`config.mk`:
```
export PLATFORM = sky130hd
export DESIGN_NAME = peak_detect_core_p
export DESIGN_NICKNAME = d
export VERILOG_FILES = /design/src/rtl/peak_detect_pkg.sv /design/src/rtl/peak_detect_core_p_window.sv /design/src/rtl/peak_detect_core_p.sv
export SDC_FILE = /design/constraint.sdc
export NUM_CORES = 1
export LEC_CHECK = 0
export ABC_AREA = 1
export BUFFER_PORTS_ARGS = -buffer_cell sky130_fd_sc_hd__clkbuf_2
export CAP_MARGIN = 20
export CORE_MARGIN = 1.5
export CORE_UTILIZATION = 45
export CTS_BUF_LIST = sky130_fd_sc_hd__clkbuf_8
export DETAILED_ROUTE_END_ITERATION = 8
export GPL_ROUTABILITY_DRIVEN = 0
export HOLD_SLACK_MARGIN = 0.02
export PLACE_DENSITY = 0.71
export SYNTH_ARGS = -nofsm -noshare
export SYNTH_HDL_FRONTEND = slang
export SYNTH_SLANG_ARGS = --single-unit
```
`constraint.sdc`:
```
create_clock -name clk -period 7.95 [get_ports clk]
set_input_delay 0.795 -clock clk [delete_from_list [all_inputs] [get_ports clk]]
set_output_delay 0.795 -clock clk [all_outputs]
set_load 0.01 [all_outputs]
```
`src/rtl/peak_detect_pkg.sv`:
```
// Shared types and width helpers for the peak detector.
package peak_detect_pkg;

  typedef enum logic [1:0] {
    ST_IDLE  = 2'd0,
    ST_SCAN  = 2'd1,
    ST_FLUSH = 2'd2,
    ST_DONE  = 2'd3
  } pd_state_e;

  function automatic int clog2_min1(input int n);
    return (n <= 1) ? 1 : $clog2(n);
  endfunction

  function automatic int addr_w(input int rows, input int cols);
    return clog2_min1(rows * cols);
  endfunction

  function automatic int row_w(input int rows);
    return clog2_min1(rows);
  endfunction

  function automatic int col_w(input int cols);
    return clog2_min1(cols);
  endfunction

  function automatic int cnt_w(input int max_peaks);
    return clog2_min1(max_peaks + 1);
  endfunction

  function automatic int idx_w(input int max_peaks);
    return clog2_min1(max_peaks);
  endfunction

endpackage

```
`src/rtl/peak_detect_core_p_window.sv`:
```
// Two-row line buffer feeding a 3x3 sliding window; win[row][col], row 0 oldest, col 2 newest.
module peak_window_buf
  import peak_detect_pkg::*;
#(
  parameter int COLS = 32,
  parameter int DW   = 8
) (
  input  logic                      clk,
  input  logic                      rstn,
  input  logic                      shift_en,
  input  logic [col_w(COLS)-1:0]    col,
  input  logic [DW-1:0]             pix,
  output logic [2:0][2:0][DW-1:0]   win
);

  logic [DW-1:0]      lb_top [COLS];
  logic [DW-1:0]      lb_mid [COLS];
  logic [2:0][DW-1:0] new_col;

  always_comb begin
    new_col[0] = lb_top[col];
    new_col[1] = lb_mid[col];
    new_col[2] = pix;
  end

  always_ff @(posedge clk) begin
    if (shift_en) begin
      lb_top[col] <= lb_mid[col];
      lb_mid[col] <= pix;
    end
  end

  always_ff @(posedge clk or negedge rstn) begin
    if (!rstn) begin
      win <= '0;
    end else if (shift_en) begin
      for (int i = 0; i < 3; i++) begin
        win[i][0] <= win[i][1];
        win[i][1] <= win[i][2];
        win[i][2] <= new_col[i];
      end
    end
  end

endmodule

```
`src/rtl/peak_detect_core_p.sv`:
```
// Raster-scan local-maximum detector over a BRAM image with a small peak table.
//   state | meaning
//   IDLE  | waiting for first detect_start rising edge
//   SCAN  | issuing pixel addresses 0..ROWS*COLS-1
//   FLUSH | draining read latency and pushing virtual steps to finish the last row
//   DONE  | results valid, waiting for the next rising edge
module peak_detect_core_p
  import peak_detect_pkg::*;
#(
  parameter int ROWS      = 32,
  parameter int COLS      = 32,
  parameter int DW        = 8,
  parameter int MAX_PEAKS = 8,
  parameter int RD_LAT    = 1
) (
  input  logic                            clk,
  input  logic                            rstn,
  output logic [addr_w(ROWS, COLS)-1:0]   bram_rd_addr,
  input  logic [DW-1:0]                   bram_rd_data,
  input  logic                            detect_start,
  input  logic [DW-1:0]                   threshold,
  input  logic                            conn8,
  output logic                            detect_busy,
  output logic                            detect_finish,
  output logic                            detect_overflow,
  output logic [cnt_w(MAX_PEAKS)-1:0]     detect_peak_num,
  input  logic [idx_w(MAX_PEAKS)-1:0]     disp_peak_idx,
  output logic [row_w(ROWS)-1:0]          disp_peak_row,
  output logic [col_w(COLS)-1:0]          disp_peak_col,
  output logic [DW-1:0]                   disp_peak_val
);

  localparam int AW  = addr_w(ROWS, COLS);
  localparam int RW  = row_w(ROWS);
  localparam int CW  = col_w(COLS);
  localparam int NW  = cnt_w(MAX_PEAKS);
  localparam int IW  = idx_w(MAX_PEAKS);
  localparam int SRW = clog2_min1(ROWS + 2);
  localparam int FW  = clog2_min1(COLS + 2);
  localparam logic [AW-1:0] LAST_ADDR = AW'(ROWS * COLS - 1);

  pd_state_e         state;
  logic              start_q;
  logic [DW-1:0]     thr_q;
  logic              conn8_q;
  logic [RD_LAT-1:0] vld_q;
  logic [FW-1:0]     flush_cnt;
  logic [SRW-1:0]    step_r;
  logic [CW-1:0]     step_c;
  logic              eval_v;
  logic [RW-1:0]     ctr_row;
  logic [CW-1:0]     ctr_col;

  logic [RW-1:0]     tbl_row [MAX_PEAKS];
  logic [CW-1:0]     tbl_col [MAX_PEAKS];
  logic [DW-1:0]     tbl_val [MAX_PEAKS];

  logic                    start_edge, scan_go, data_v, virt_en, step_en;
  logic [DW-1:0]           pix, ctr;
  logic                    has_n, has_s, has_w, has_e, is_peak;
  logic [2:0][2:0][DW-1:0] win;

  assign start_edge = detect_start & ~start_q;
  assign scan_go    = start_edge && (state == ST_IDLE || state == ST_DONE);
  assign data_v     = vld_q[RD_LAT-1];
  // Virtual steps only start once every real pixel has left the read pipeline.
  assign virt_en    = (state == ST_FLUSH) && !(|vld_q) && (flush_cnt != '0);
  assign step_en    = data_v | virt_en;
  assign pix        = data_v ? bram_rd_data : '0;

  peak_window_buf #(.COLS(COLS), .DW(DW)) u_win (
    .clk      (clk),
    .rstn     (rstn),
    .shift_en (step_en),
    .col      (step_c),
    .pix      (pix),
    .win      (win)
  );

  always_comb begin
    ctr     = win[1][1];
    has_n   = (ctr_row != '0);
    has_s   = (ctr_row != RW'(ROWS - 1));
    has_w   = (ctr_col != '0);
    has_e   = (ctr_col != CW'(COLS - 1));
    is_peak = (ctr >= thr_q);
    if (has_n && ctr <= win[0][1]) is_peak = 1'b0;
    if (has_s && ctr <= win[2][1]) is_peak = 1'b0;
    if (has_w && ctr <= win[1][0]) is_peak = 1'b0;
    if (has_e && ctr <= win[1][2]) is_peak = 1'b0;
    if (conn8_q) begin
      if (has_n && has_w && ctr <= win[0][0]) is_peak = 1'b0;
      if (has_n && has_e && ctr <= win[0][2]) is_peak = 1'b0;
      if (has_s && has_w && ctr <= win[2][0]) is_peak = 1'b0;
      if (has_s && has_e && ctr <= win[2][2]) is_peak = 1'b0;
    end
  end

  // Step (r,c) centres on (r-1,c-1); a column-0 step finishes (r-2,COLS-1).
  always_ff @(posedge clk or negedge rstn) begin
    if (!rstn) begin
      vld_q   <= '0;
      step_r  <= '0;
      step_c  <= '0;
      eval_v  <= 1'b0;
      ctr_row <= '0;
      ctr_col <= '0;
    end else begin
      vld_q <= RD_LAT'({vld_q, (state == ST_SCAN)});
      if (scan_go) begin
        step_r <= '0;
        step_c <= '0;
        eval_v <= 1'b0;
      end else begin
        eval_v <= step_en && ((step_c != '0) ? (step_r >= SRW'(1)) : (step_r >= SRW'(2)));
        if (step_en) begin
          ctr_row <= (step_c != '0) ? RW'(step_r - SRW'(1)) : RW'(step_r - SRW'(2));
          ctr_col <= (step_c != '0) ? (step_c - CW'(1)) : CW'(COLS - 1);
          if (step_c == CW'(COLS - 1)) begin
            step_c <= '0;
            step_r <= step_r + SRW'(1);
          end else begin
            step_c <= step_c + CW'(1);
          end
        end
      end
    end
  end

  always_ff @(posedge clk or negedge rstn) begin
    if (!rstn) begin
      state           <= ST_IDLE;
      start_q         <= 1'b0;
      thr_q           <= '0;
      conn8_q         <= 1'b0;
      flush_cnt       <= '0;
      bram_rd_addr    <= '0;
      detect_busy     <= 1'b0;
      detect_finish   <= 1'b0;
      detect_overflow <= 1'b0;
      detect_peak_num <= '0;
    end else begin
      start_q <= detect_start;
      case (state)
        ST_IDLE, ST_DONE: begin
          if (start_edge) begin
            state           <= ST_SCAN;
            bram_rd_addr    <= '0;
            thr_q           <= threshold;
            conn8_q         <= conn8;
            detect_busy     <= 1'b1;
            detect_finish   <= 1'b0;
            detect_overflow <= 1'b0;
            detect_peak_num <= '0;
          end
        end
        ST_SCAN: begin
          if (bram_rd_addr == LAST_ADDR) begin
            state        <= ST_FLUSH;
            bram_rd_addr <= '0;
            flush_cnt    <= FW'(COLS + 1);
          end else begin
            bram_rd_addr <= bram_rd_addr + AW'(1);
          end
        end
        ST_FLUSH: begin
          if (virt_en) flush_cnt <= flush_cnt - FW'(1);
          if (flush_cnt == '0 && eval_v) begin
            state         <= ST_DONE;
            detect_busy   <= 1'b0;
            detect_finish <= 1'b1;
          end
        end
        default: state <= ST_IDLE;
      endcase
      if (eval_v && is_peak) begin
        if (detect_peak_num < NW'(MAX_PEAKS)) detect_peak_num <= detect_peak_num + NW'(1);
        else detect_overflow <= 1'b1;
      end
    end
  end

  always_ff @(posedge clk) begin
    if (eval_v && is_peak && detect_peak_num < NW'(MAX_PEAKS)) begin
      tbl_row[IW'(detect_peak_num)] <= ctr_row;
      tbl_col[IW'(detect_peak_num)] <= ctr_col;
      tbl_val[IW'(detect_peak_num)] <= ctr;
    end
  end

  always_comb begin
    disp_peak_row = '0;
    disp_peak_col = '0;
    disp_peak_val = '0;
    if (detect_finish && (NW'(disp_peak_idx) < detect_peak_num)) begin
      disp_peak_row = tbl_row[disp_peak_idx];
      disp_peak_col = tbl_col[disp_peak_idx];
      disp_peak_val = tbl_val[disp_peak_idx];
    end
  end

endmodule

```
**Word level (Yosys, flattened, before mapping)**

Memory sizes are Yosys's and may differ from the RTL's. A register that Yosys moved wholly into a read port is not among the register bits.
Cells that the tools add are included.

- Bits in writable memories: 656
- Memories: 5
- Flip-flop bits (word level): 122

Memories:

| name | depth | width | rd ports | clocked after Yosys merged registers in | wr ports | RTL line | source |
|---|---|---|---|---|---|---|---|
| u_win.lb_mid | 32 | 8 | 1 | 0 | 1 | peak_detect_core_p_window.sv:17 | `logic [DW-1:0] lb_mid [COLS];` |
| u_win.lb_top | 32 | 8 | 1 | 1 | 1 | peak_detect_core_p_window.sv:16 | `logic [DW-1:0] lb_top [COLS];` |
| tbl_val | 8 | 8 | 1 | 0 | 1 | peak_detect_core_p.sv:56 | `logic [DW-1:0] tbl_val [MAX_PEAKS];` |
| tbl_col | 8 | 5 | 1 | 0 | 1 | peak_detect_core_p.sv:55 | `logic [CW-1:0] tbl_col [MAX_PEAKS];` |
| tbl_row | 8 | 5 | 1 | 0 | 1 | peak_detect_core_p.sv:54 | `logic [RW-1:0] tbl_row [MAX_PEAKS];` |

- Reductions and logical operators: 42
- $add $sub $neg: 8
- Equality and inequality tests: 11
- $lt $le $gt $ge: 13
- Mux-type cells: 51
- Bitwise gates (word level): 4

Operator list:

| cell | count |
|---|---|
| 8-bit less-or-equal comparator | 8 |
| 5-bit 2-to-1 mux | 7 |
| 6-bit 2-to-1 mux | 5 |
| 1-bit 2-to-1 mux | 23 |
| 1-bit logical AND | 20 |
| 10-bit 2-to-1 mux | 2 |
| 10-bit case mux with 2 select lines | 1 |
| 4-bit 2-to-1 mux | 4 |
| 8-bit 2-to-1 mux | 2 |
| 5-bit nonzero test | 3 |
| 6-bit case mux with 2 select lines | 1 |
| 10-bit by 1-bit adder with 10-bit output (second input constant) | 1 |
| 10-bit == test (second input constant) | 1 |
| 5-bit inequality test (second input constant) | 2 |
| 2-bit nonzero test | 5 |
| 5-bit by 1-bit subtractor with 5-bit output (second input constant) | 2 |
| 3-bit AND reduction | 3 |
| 8-bit >= comparator | 1 |
| 2-bit AND reduction | 4 |
| 6-bit by 1-bit adder with 6-bit output (second input constant) | 1 |
| 6-bit by 1-bit >= comparator with 1-bit output (second input constant) | 1 |
| 6-bit by 2-bit >= comparator with 1-bit output (second input constant) | 1 |
| 6-bit zero test | 1 |
| 2-bit 2-to-1 mux | 3 |
| 21 further kinds | 27 |

**Longest topological paths before layout**

Gate-level depths: netlist (run 1).

- Word-level depth: 15
- Gate-level depth with buffers: 18
- Mapped depth without buffers: 18

**Modules after synthesis**

From an unflattened synthesis (run 1), not the netlist that was laid out.

- Cells, all modules: 3,431
- Area, all modules: 34,834.7 µm²

Modules (own cells, without submodules):

| module | cells an instance | instances | sequential area each (µm²) | area each (µm²) |
|---|---|---|---|---|
| peak_window_buf | 2,298 | 1 | 17,176.5 | 24,056.8 |
| peak_detect_core_p | 1,133 | 1 | 5,775.5 | 10,777.8 |

**Least setup slack after synthesis (run 1)**

Ideal clock, no wire load.

- Path type: flip-flop to flip-flop
- Start point: register u_win.win[39] (netlist name)
- End point: memory tbl_col[0][0] (netlist name), enable pin
- Setup time: 0.393 ns
- Clock period less this slack: 2.916 ns
- Stages on the path, launching flop included: 12
- Arrival time: 2.523 ns
- Slack: 5.034 ns
- Path through: dfrtp_1 > ha_1 > nand2_1 > nor2_1 > nand2_1 > nand2_1 > nand2_1 > a21boi_1 > nand2_1 > nor2_2 > nand3_1 > nor2_1

- Longest elaborated chain between the ends: 15
- Elaborated cells on any way between the ends: 30
- Classes of those cells: 9 x order compare; 11 x mux; 10 x reduce/logical

RTL lines:

| what | RTL line | source |
|---|---|---|
| 8-bit less-or-equal comparator | peak_detect_core_p.sv:87 | `if (has_n && ctr <= win[0][1]) is_peak = 1'b0;` |
| 1-bit logical AND | peak_detect_core_p.sv:87 |  |
| 1-bit 2-to-1 mux | peak_detect_core_p.sv:87 |  |
| 1-bit 2-to-1 mux | peak_detect_core_p.sv:88 | `if (has_s && ctr <= win[2][1]) is_peak = 1'b0;` |
| 1-bit 2-to-1 mux | peak_detect_core_p.sv:89 | `if (has_w && ctr <= win[1][0]) is_peak = 1'b0;` |
| 1-bit 2-to-1 mux | peak_detect_core_p.sv:90 | `if (has_e && ctr <= win[1][2]) is_peak = 1'b0;` |
| 1-bit 2-to-1 mux | peak_detect_core_p.sv:92 | `if (has_n && has_w && ctr <= win[0][0]) is_peak = 1'b0;` |
| 1-bit 2-to-1 mux | peak_detect_core_p.sv:93 | `if (has_n && has_e && ctr <= win[0][2]) is_peak = 1'b0;` |
| 1-bit 2-to-1 mux | peak_detect_core_p.sv:94 | `if (has_s && has_w && ctr <= win[2][0]) is_peak = 1'b0;` |
| 1-bit 2-to-1 mux | peak_detect_core_p.sv:95 | `if (has_s && has_e && ctr <= win[2][2]) is_peak = 1'b0;` |
| 1-bit 2-to-1 mux * | peak_detect_core_p.sv:91 | `if (conn8_q) begin` |
| 1-bit logical AND * (2 in a row) | peak_detect_core_p.sv:184 | `if (eval_v && is_peak && detect_peak_num < NW'(MAX_PEAKS)) begin` |
| 1-bit 2-to-1 mux * | peak_detect_core_p.sv:184 |  |
| 1-bit 2-to-1 mux (not written as such) * | peak_detect_core_p.sv:186 | `tbl_col[IW'(detect_peak_num)] <= ctr_col;` |
| end: declaration | peak_detect_core_p.sv:55 |  |

Every way passes the cells marked *; elsewhere a longest branch is shown, timed or not.

**Worst setup path after layout (run 1)**

- Start point: register state[0]
- End point: memory u_win.lb_mid[6][4], enable pin

- Longest elaborated chain between the ends: 6

RTL lines:

| what | RTL line | source |
|---|---|---|
| start: declaration | peak_detect_core_p.sv:42 | `pd_state_e state;` |
| start signal: assignment | peak_detect_core_p.sv:132 | `state <= ST_IDLE;` |
| start signal: assignment | peak_detect_core_p.sv:147 | `state <= ST_SCAN;` |
| start signal: assignment | peak_detect_core_p.sv:159 | `state <= ST_FLUSH;` |
| 2-bit == test | peak_detect_core_p.sv:67 | `assign virt_en = (state == ST_FLUSH) && !(\|vld_q) && (flush_cnt != '0);` |
| 1-bit logical AND (2 in a row) | peak_detect_core_p.sv:67 |  |
| 1-bit OR | peak_detect_core_p.sv:68 | `assign step_en = data_v \| virt_en;` |
| 1-bit 2-to-1 mux | peak_detect_core_p_window.sv:27 | `if (shift_en) begin` |
| 1-bit 2-to-1 mux (not written as such) | peak_detect_core_p_window.sv:29 | `lb_mid[col] <= pix;` |
| end: declaration | peak_detect_core_p_window.sv:17 |  |

No other way between the ends.

==> results of run 1 <==
[through the flow]
stage | utilization | setup WS, ps | cells
2_1_floorplan | - | 5034 | 2865
5_1_grt | 0.5080 | 3706 | 4032
4_1_cts | 0.5055 | 3995 | 4024
3_3_place_gp | 0.4728 | 4123 | 3797
6_report | 0.5080 | 3997 | 4032
3_5_place_dp | 0.4743 | 4018 | 3801
[metal layers]
metal / vias to the layer above / wire length [um] / share of wire / global-route usage
met5: - / 0 / 0 / 0
met4: 0 / 2810 / 0.035 / 0.09318
met3: 176 / 7046 / 0.087 / 0.03980
met2: 1048 / 38150 / 0.47 / 0.3380
met1: 10781 / 32960 / 0.41 / 0.2829
li1: 10385 / - / - / -
[power groups by stage]
stage          registers (mW)  clock network [mW]  logic [mW]
2_1_floorplan            6.03                   0        3.16
3_3_place_gp             6.21                   0        4.51
3_5_place_dp             6.22                   0        4.69
4_1_cts                  6.14                3.23        4.72
5_1_grt                  6.18                3.41        5.41
6_report                 6.13                3.18        4.91
[flip-flops by register name (all words and copies together), names as in the netlist]
signal           cells
ctr_col              5
tbl_col             40
u_win.lb_top       256
flush_cnt            6
u_win.lb_mid       256
detect_busy          1
tbl_row             40
eval_v               1
step_c               5
bram_rd_addr        10
conn8_q              1
ctr_row              5
detect_overflow      1
detect_finish        1
thr_q                8
detect_peak_num      4
tbl_val             64
data_v               1
step_r               6
u_win.win           72
state                2
start_q              1
[worst min path at each step]
stage / startpoint / to / slack (ps) / depth (start not counted)
finish: rstn / detect_peak_num[3] / 70 / 1
global route: rstn / detect_peak_num[2] / 110 / 1
CTS: rstn / detect_peak_num[1] / 60 / 1
detailed placement: u_win.win[57] / u_win.win[49] / 470 / 2
global placement: u_win.win[14] / u_win.win[6] / 460 / 2
floorplan: conn8_q / conn8_q / 450 / 2
[cells by family (layout without fill, tap and decap cells)]
kind of cell,after synthesis,after routing
other,0,1
XOR/XNOR,8,8
adder cells (fa/ha/maj),94,94
AND/OR/NAND/NOR,992,992
flip-flops,786,786
buffers and inverters,329,536
AO/OA/AOI/OAI,656,656
[Yosys cell counts (all sizes together) (4+ instances only)]
cell type,number,share of area
edfxtp,656,0.59
a32o,17,0.0051
o21a,4,0.00090
xor2,7,0.0018
a32oi,17,0.0045
a31oi,5,0.00094
o21ai,382,0.058
or2,5,0.00094
buf,71,0.013
nor2,386,0.044
inv,182,0.021
ha,94,0.035
o22ai,125,0.024
clkbuf,74,0.0084
a21oi,82,0.012
nor3,16,0.0034
nand2,512,0.058
nand4,31,0.0058
dfrtp,130,0.098
nand3,32,0.0050
nor4,4,0.00075
o31ai,7,0.0016
a21o,7,0.0016
[layout make-up]
cell class                      count  area, um2
Antenna cell                        1      2.502
Clock inverter                     95      521.8
Sequential cell                   786      22960
Fill cell                        6274      35950
Timing Repair Buffer              129       1065
Clock buffer                      128       1762
Tap cell                          959       1200
Inverter                          184      696.9
Multi-Input combinational cell   1750       8922
==> results.toml, run 1 <==
[pwr]
p_per_area_nw_per_um2 = 383.1
cell_internal_pwr_mw = 8.714
power_frac_comb = 0.345
clockPowerShare = 0.224
p_leak_nw = 14.02
p_switching_mw = 5.510
power.share.switching = 0.3874
power.total_mw = 14.22
max-vdd-ir-drop_v = 0.0002432
p_seq_frac = 0.431

[finish]
nets = 3089
drive_gt1_frac = 0.1029
finish.instance_area_um2 = 37130
final_common_cell = "edfxtp_1"
final_cell_mix = "edfxtp_1, nand2_1, nor2_1"
syn_to_final_growth_pct = 11.69

[worst_setup_path]
path_cells = "inv_1 -> ha_1 -> nand2_1 -> nand2_4 -> buf_4 -> nand2_1 -> nor2_1 -> buf_4"
r2r_end = "u_win.lb_mid[6][4]"
worstRegToRegCells = 8
criticalPathCategory = "reg2reg"
required_ps = 8390
r2r_slack_ps = 4000
cp.arrival_ps = 4400
cp_slowest_stage_delay_ps = 820
end_kind = "register"
timing.rr.start = "state[0]"
cp-startpoint = "state[0]"
cp_num_cells = 8
critPathMaxFanout = 95
crit_end = "u_win.lb_mid[6][4]"
startpoint_type = "register"
cp_num_buf_inv = 3
critPathTopFamily = "simple AND/OR/NAND/NOR gates"
cp_slowest_cell = "nor2_1"

[logic_synthesis]
ys_warn_count = 0
synth_xor_area_frac = 0.002108
synth-simple-area-share = 0.1196
synth_compound_area_frac = 0.1107
synth_area_um2 = 33240
yosysSeqAreaShare = 0.6905
synth-edff-count = 656
avgSynthCellArea_um2 = 11.60
ys_types = 48
synthMuxAreaShare = 0
synth_top_family_by_area = "simple AND/OR/NAND/NOR gates"
synth-seq-cells = 786
syn_nets = 2982
ys_async_sr_fraction = 0.1654
synthAdderAreaFrac = 0.03538
syn-instance-count = 2865
synth_ff_type = "edfxtp_1"

[placement]
place_area_um2 = 34660
hpwl_um = 47850
port-buffer-count = 57

[floorplanning]
dieHeight_um = 274.8
start_util = 0.4549
dieWidth_um = 274.8
io_pins = 58
rows = 99
core-area_um2 = 73080
die_area_um2 = 75510

[clock_network]
cts_hold_buf = 0
clk_latency_ps = 780
path_clk_slew_ps = 70
clockRootBuffer = "clkbuf_8"
cts.sinks = 786
htree_levels = 3
cts_setup_buffers = 0
cts_tree = "yes"
numCtsBuffers = 121
clk_path_buf_depth = 3
post_cts_resized = 0

[route]
drt_iter0_markers = 2461
ant_nets = 0
routed_wl_um = 80970
route.detailed.drc = 3
drtPass1Iterations = 7
avgViaCountPerCell = 5.553
num_vias = 22390
post_drt_wl_per_cell_um = 20.08

[sta]
finalSetupViolCount = 0
hold-worst-slack_ps = 65.12
hold_viol = 0
slew_viol_final = 0
period_needed_ps = 3953
timing.fmax_ghz = 0.2530
worstMarginPinSlew_ps = 970.8
totalNegativeSetupSlack_ps = 0
rsz0062_at_grt = "false"
slew_headroom = 0.3504
fin_crit_sh = 0.4973
skew_ps = 72.91

[min_path]
worstHoldPathType = "in2async"

[status]
outcome = "finished, violations left"
failed_checks = "design-rule violations"

[global_route]
grt_max_degree = 163
track_usage = 0.2115
grt_pass1_vias = 21337
grt_pass1_wl_um = 122100
antenna_found_initial = 2
grt_overflow_total = 0

[run]
maxCapViolations = 0
Power figures use the tool's default switching activity.
==> run 2, diff against run 1 <==
clock period = 3.7 ns   (was 7.95 ns; I/O delays follow)
==> run 2 against run 1 <==
Against the previous run: the flow still finishes with violations (design-rule violations); core utilization rose by 0.61 points; design area up 1.2%; combinational power rose by 120%; critical endpoint is now disp_peak_col[1]; die area stayed put; critical path type is now reg2out; sequential share of layout area fell by 0.73 points; worst setup slack worse by 3600 ps; clock skew shrank 6.8 ps; register-to-register slack got worse by 3500 ps.
==> results.toml, run 2 (synthesis gave the netlist of run 1 again) <==
[finish]
regArea_um2 = 22960
nets = 3142
syn_to_final_growth_pct = 13.03
final_common_cell = "edfxtp_1"
final.fill_count = 6229
final_cell_mix = "edfxtp_1, nand2_1, nor2_1"
drive_gt1_frac = 0.1121
reg.largest.list = "u_win.lb_mid: 256 flops, u_win.lb_top: 256 flops, u_win.win: 72 flops"
n_antenna_cell = 0
multi_input_area_um2 = 8922

[pwr]
p_leak_nw = 14.25
p_per_area_nw_per_um2 = 821.2
max-vdd-ir-drop_v = 0.0004540

[sta]
worstMarginPinSlew_ps = 803.1
hold_viol = 0
slew_headroom = 0.4610
period_needed_ps = 3289
totalNegativeSetupSlack_ps = 0
finalSetupViolCount = 0
timing.fmax_ghz = 0.3040
rsz0062_at_grt = "false"
skew_ps = 66.13
fin_crit_sh = 0.8889
fin_ws_ps = 411.0
slew_viol_final = 0

[route]
num_vias = 22586
avgViaCountPerCell = 5.522
drt_iter0_markers = 2713
routed_wl_um = 81720
drtPass1Iterations = 7
route.detailed.drc = 3
post_drt_wl_per_cell_um = 19.98
ant_nets = 0

[floorplanning]
start_util = 0.4549
dieWidth_um = 274.8
core-area_um2 = 73080
die_area_um2 = 75510
rows = 99
dieHeight_um = 274.8
io_pins = 58

[clock_network]
htree_levels = 3
clk_path_buf_depth = 3
numCtsBuffers = 120
clk_latency_ps = 750
clockRootBuffer = "clkbuf_8"
cts.sinks = 786
cts_tree = "yes"
path_clk_slew_ps = 60
post_cts_resized = 0

[worst_setup_path]
required_ps = 3330
startpoint_type = "register"
cp.arrival_ps = 2920
end_kind = "output pin"
timing.rr.start = "u_win.win[37]"
critPathMaxFanout = 10
cp-startpoint = "detect_peak_num[2]"
criticalPathCategory = "reg2out"

[run]
maxCapViolations = 0

[placement]
dp_slack_ps = 587.7
port-buffer-count = 57
hpwl_um = 49490

[global_route]
grt_overflow_total = 0
track_usage = 0.2152
grt_pass1_vias = 21292
grt_pass1_wl_um = 124500
antenna_found_initial = 0
grt_max_degree = 135

[status]
failed_checks = "design-rule violations"
outcome = "finished, violations left"

[min_path]
worstHoldPathType = "in2async"
==> run 2: layout make-up <==
| type | count | area share |
|---|---|---|
| Timing Repair Buffer | 183 | 0.03920 |
| Inverter | 184 | 0.01855 |
| Multi-Input combinational cell | 1750 | 0.2375 |
| Clock buffer | 122 | 0.04469 |
| Clock inverter | 106 | 0.01708 |
| Tap cell | 959 | 0.03194 |
| Sequential cell | 786 | 0.6111 |
==> run 2: final timing paths <==
kind,end,slack [ps],depth (start not counted)
hold reg to reg,u_win.win[14],480,2
setup / recovery,disp_peak_col[1],410,7
min in group clk,start_q,330,2
max in group asynchronous,u_win.win[56],2550,3
setup reg to reg,tbl_val[5][5],520,14
hold / removal,detect_peak_num[1],240,2
==> run 2: through the flow <==
stage	util	instances	area (um2)	power, mW	hold WS [ps]
6_report	0.5141	4090	37570	30.85	239.9
5_1_grt	0.5141	4090	37570	32.60	278.9
4_1_cts	0.5141	4090	37570	30.84	218.4
3_5_place_dp	0.4797	3843	35060	23.91	451.1
3_3_place_gp	0.4797	3843	35060	23.61	451.3
2_1_floorplan	-	2865	33240	19.73	74.41
==> run 2: timing repair <==
| action | in CTS | in global routing |
|---|---|---|
| setup buffers | 0 | 0 |
| hold buffers | 19 | 0 |
| endpoints found under the hold margin | 94 | 0 |
| setup endpoints to repair | 0 | 0 |
==> run 2: per-layer routing <==
layer  track usage  routed length (um)  up-vias
li1              -                   -    10495
met1        0.3066               34900    10984
met2        0.3399               38040      986
met3       0.03456                6964      121
met4       0.06730                1816        0
met5             0                   0        -
==> run 2: power breakdown <==
group	internal [mW]	total (mW)	switching [mW]
clock	3.52	6.92	3.40
sequential	12.3	13.1	0.862
combinational	3.17	10.8	7.66
==> run 2: critical path, stage by stage (launching register included) <==
cell and delay, ps:
dfrtp_1 500, inv_1 190, ha_1 310, a21oi_1 60, o21ai_1 630, buf_4 290, nor2_1 60, clkbuf_2 140
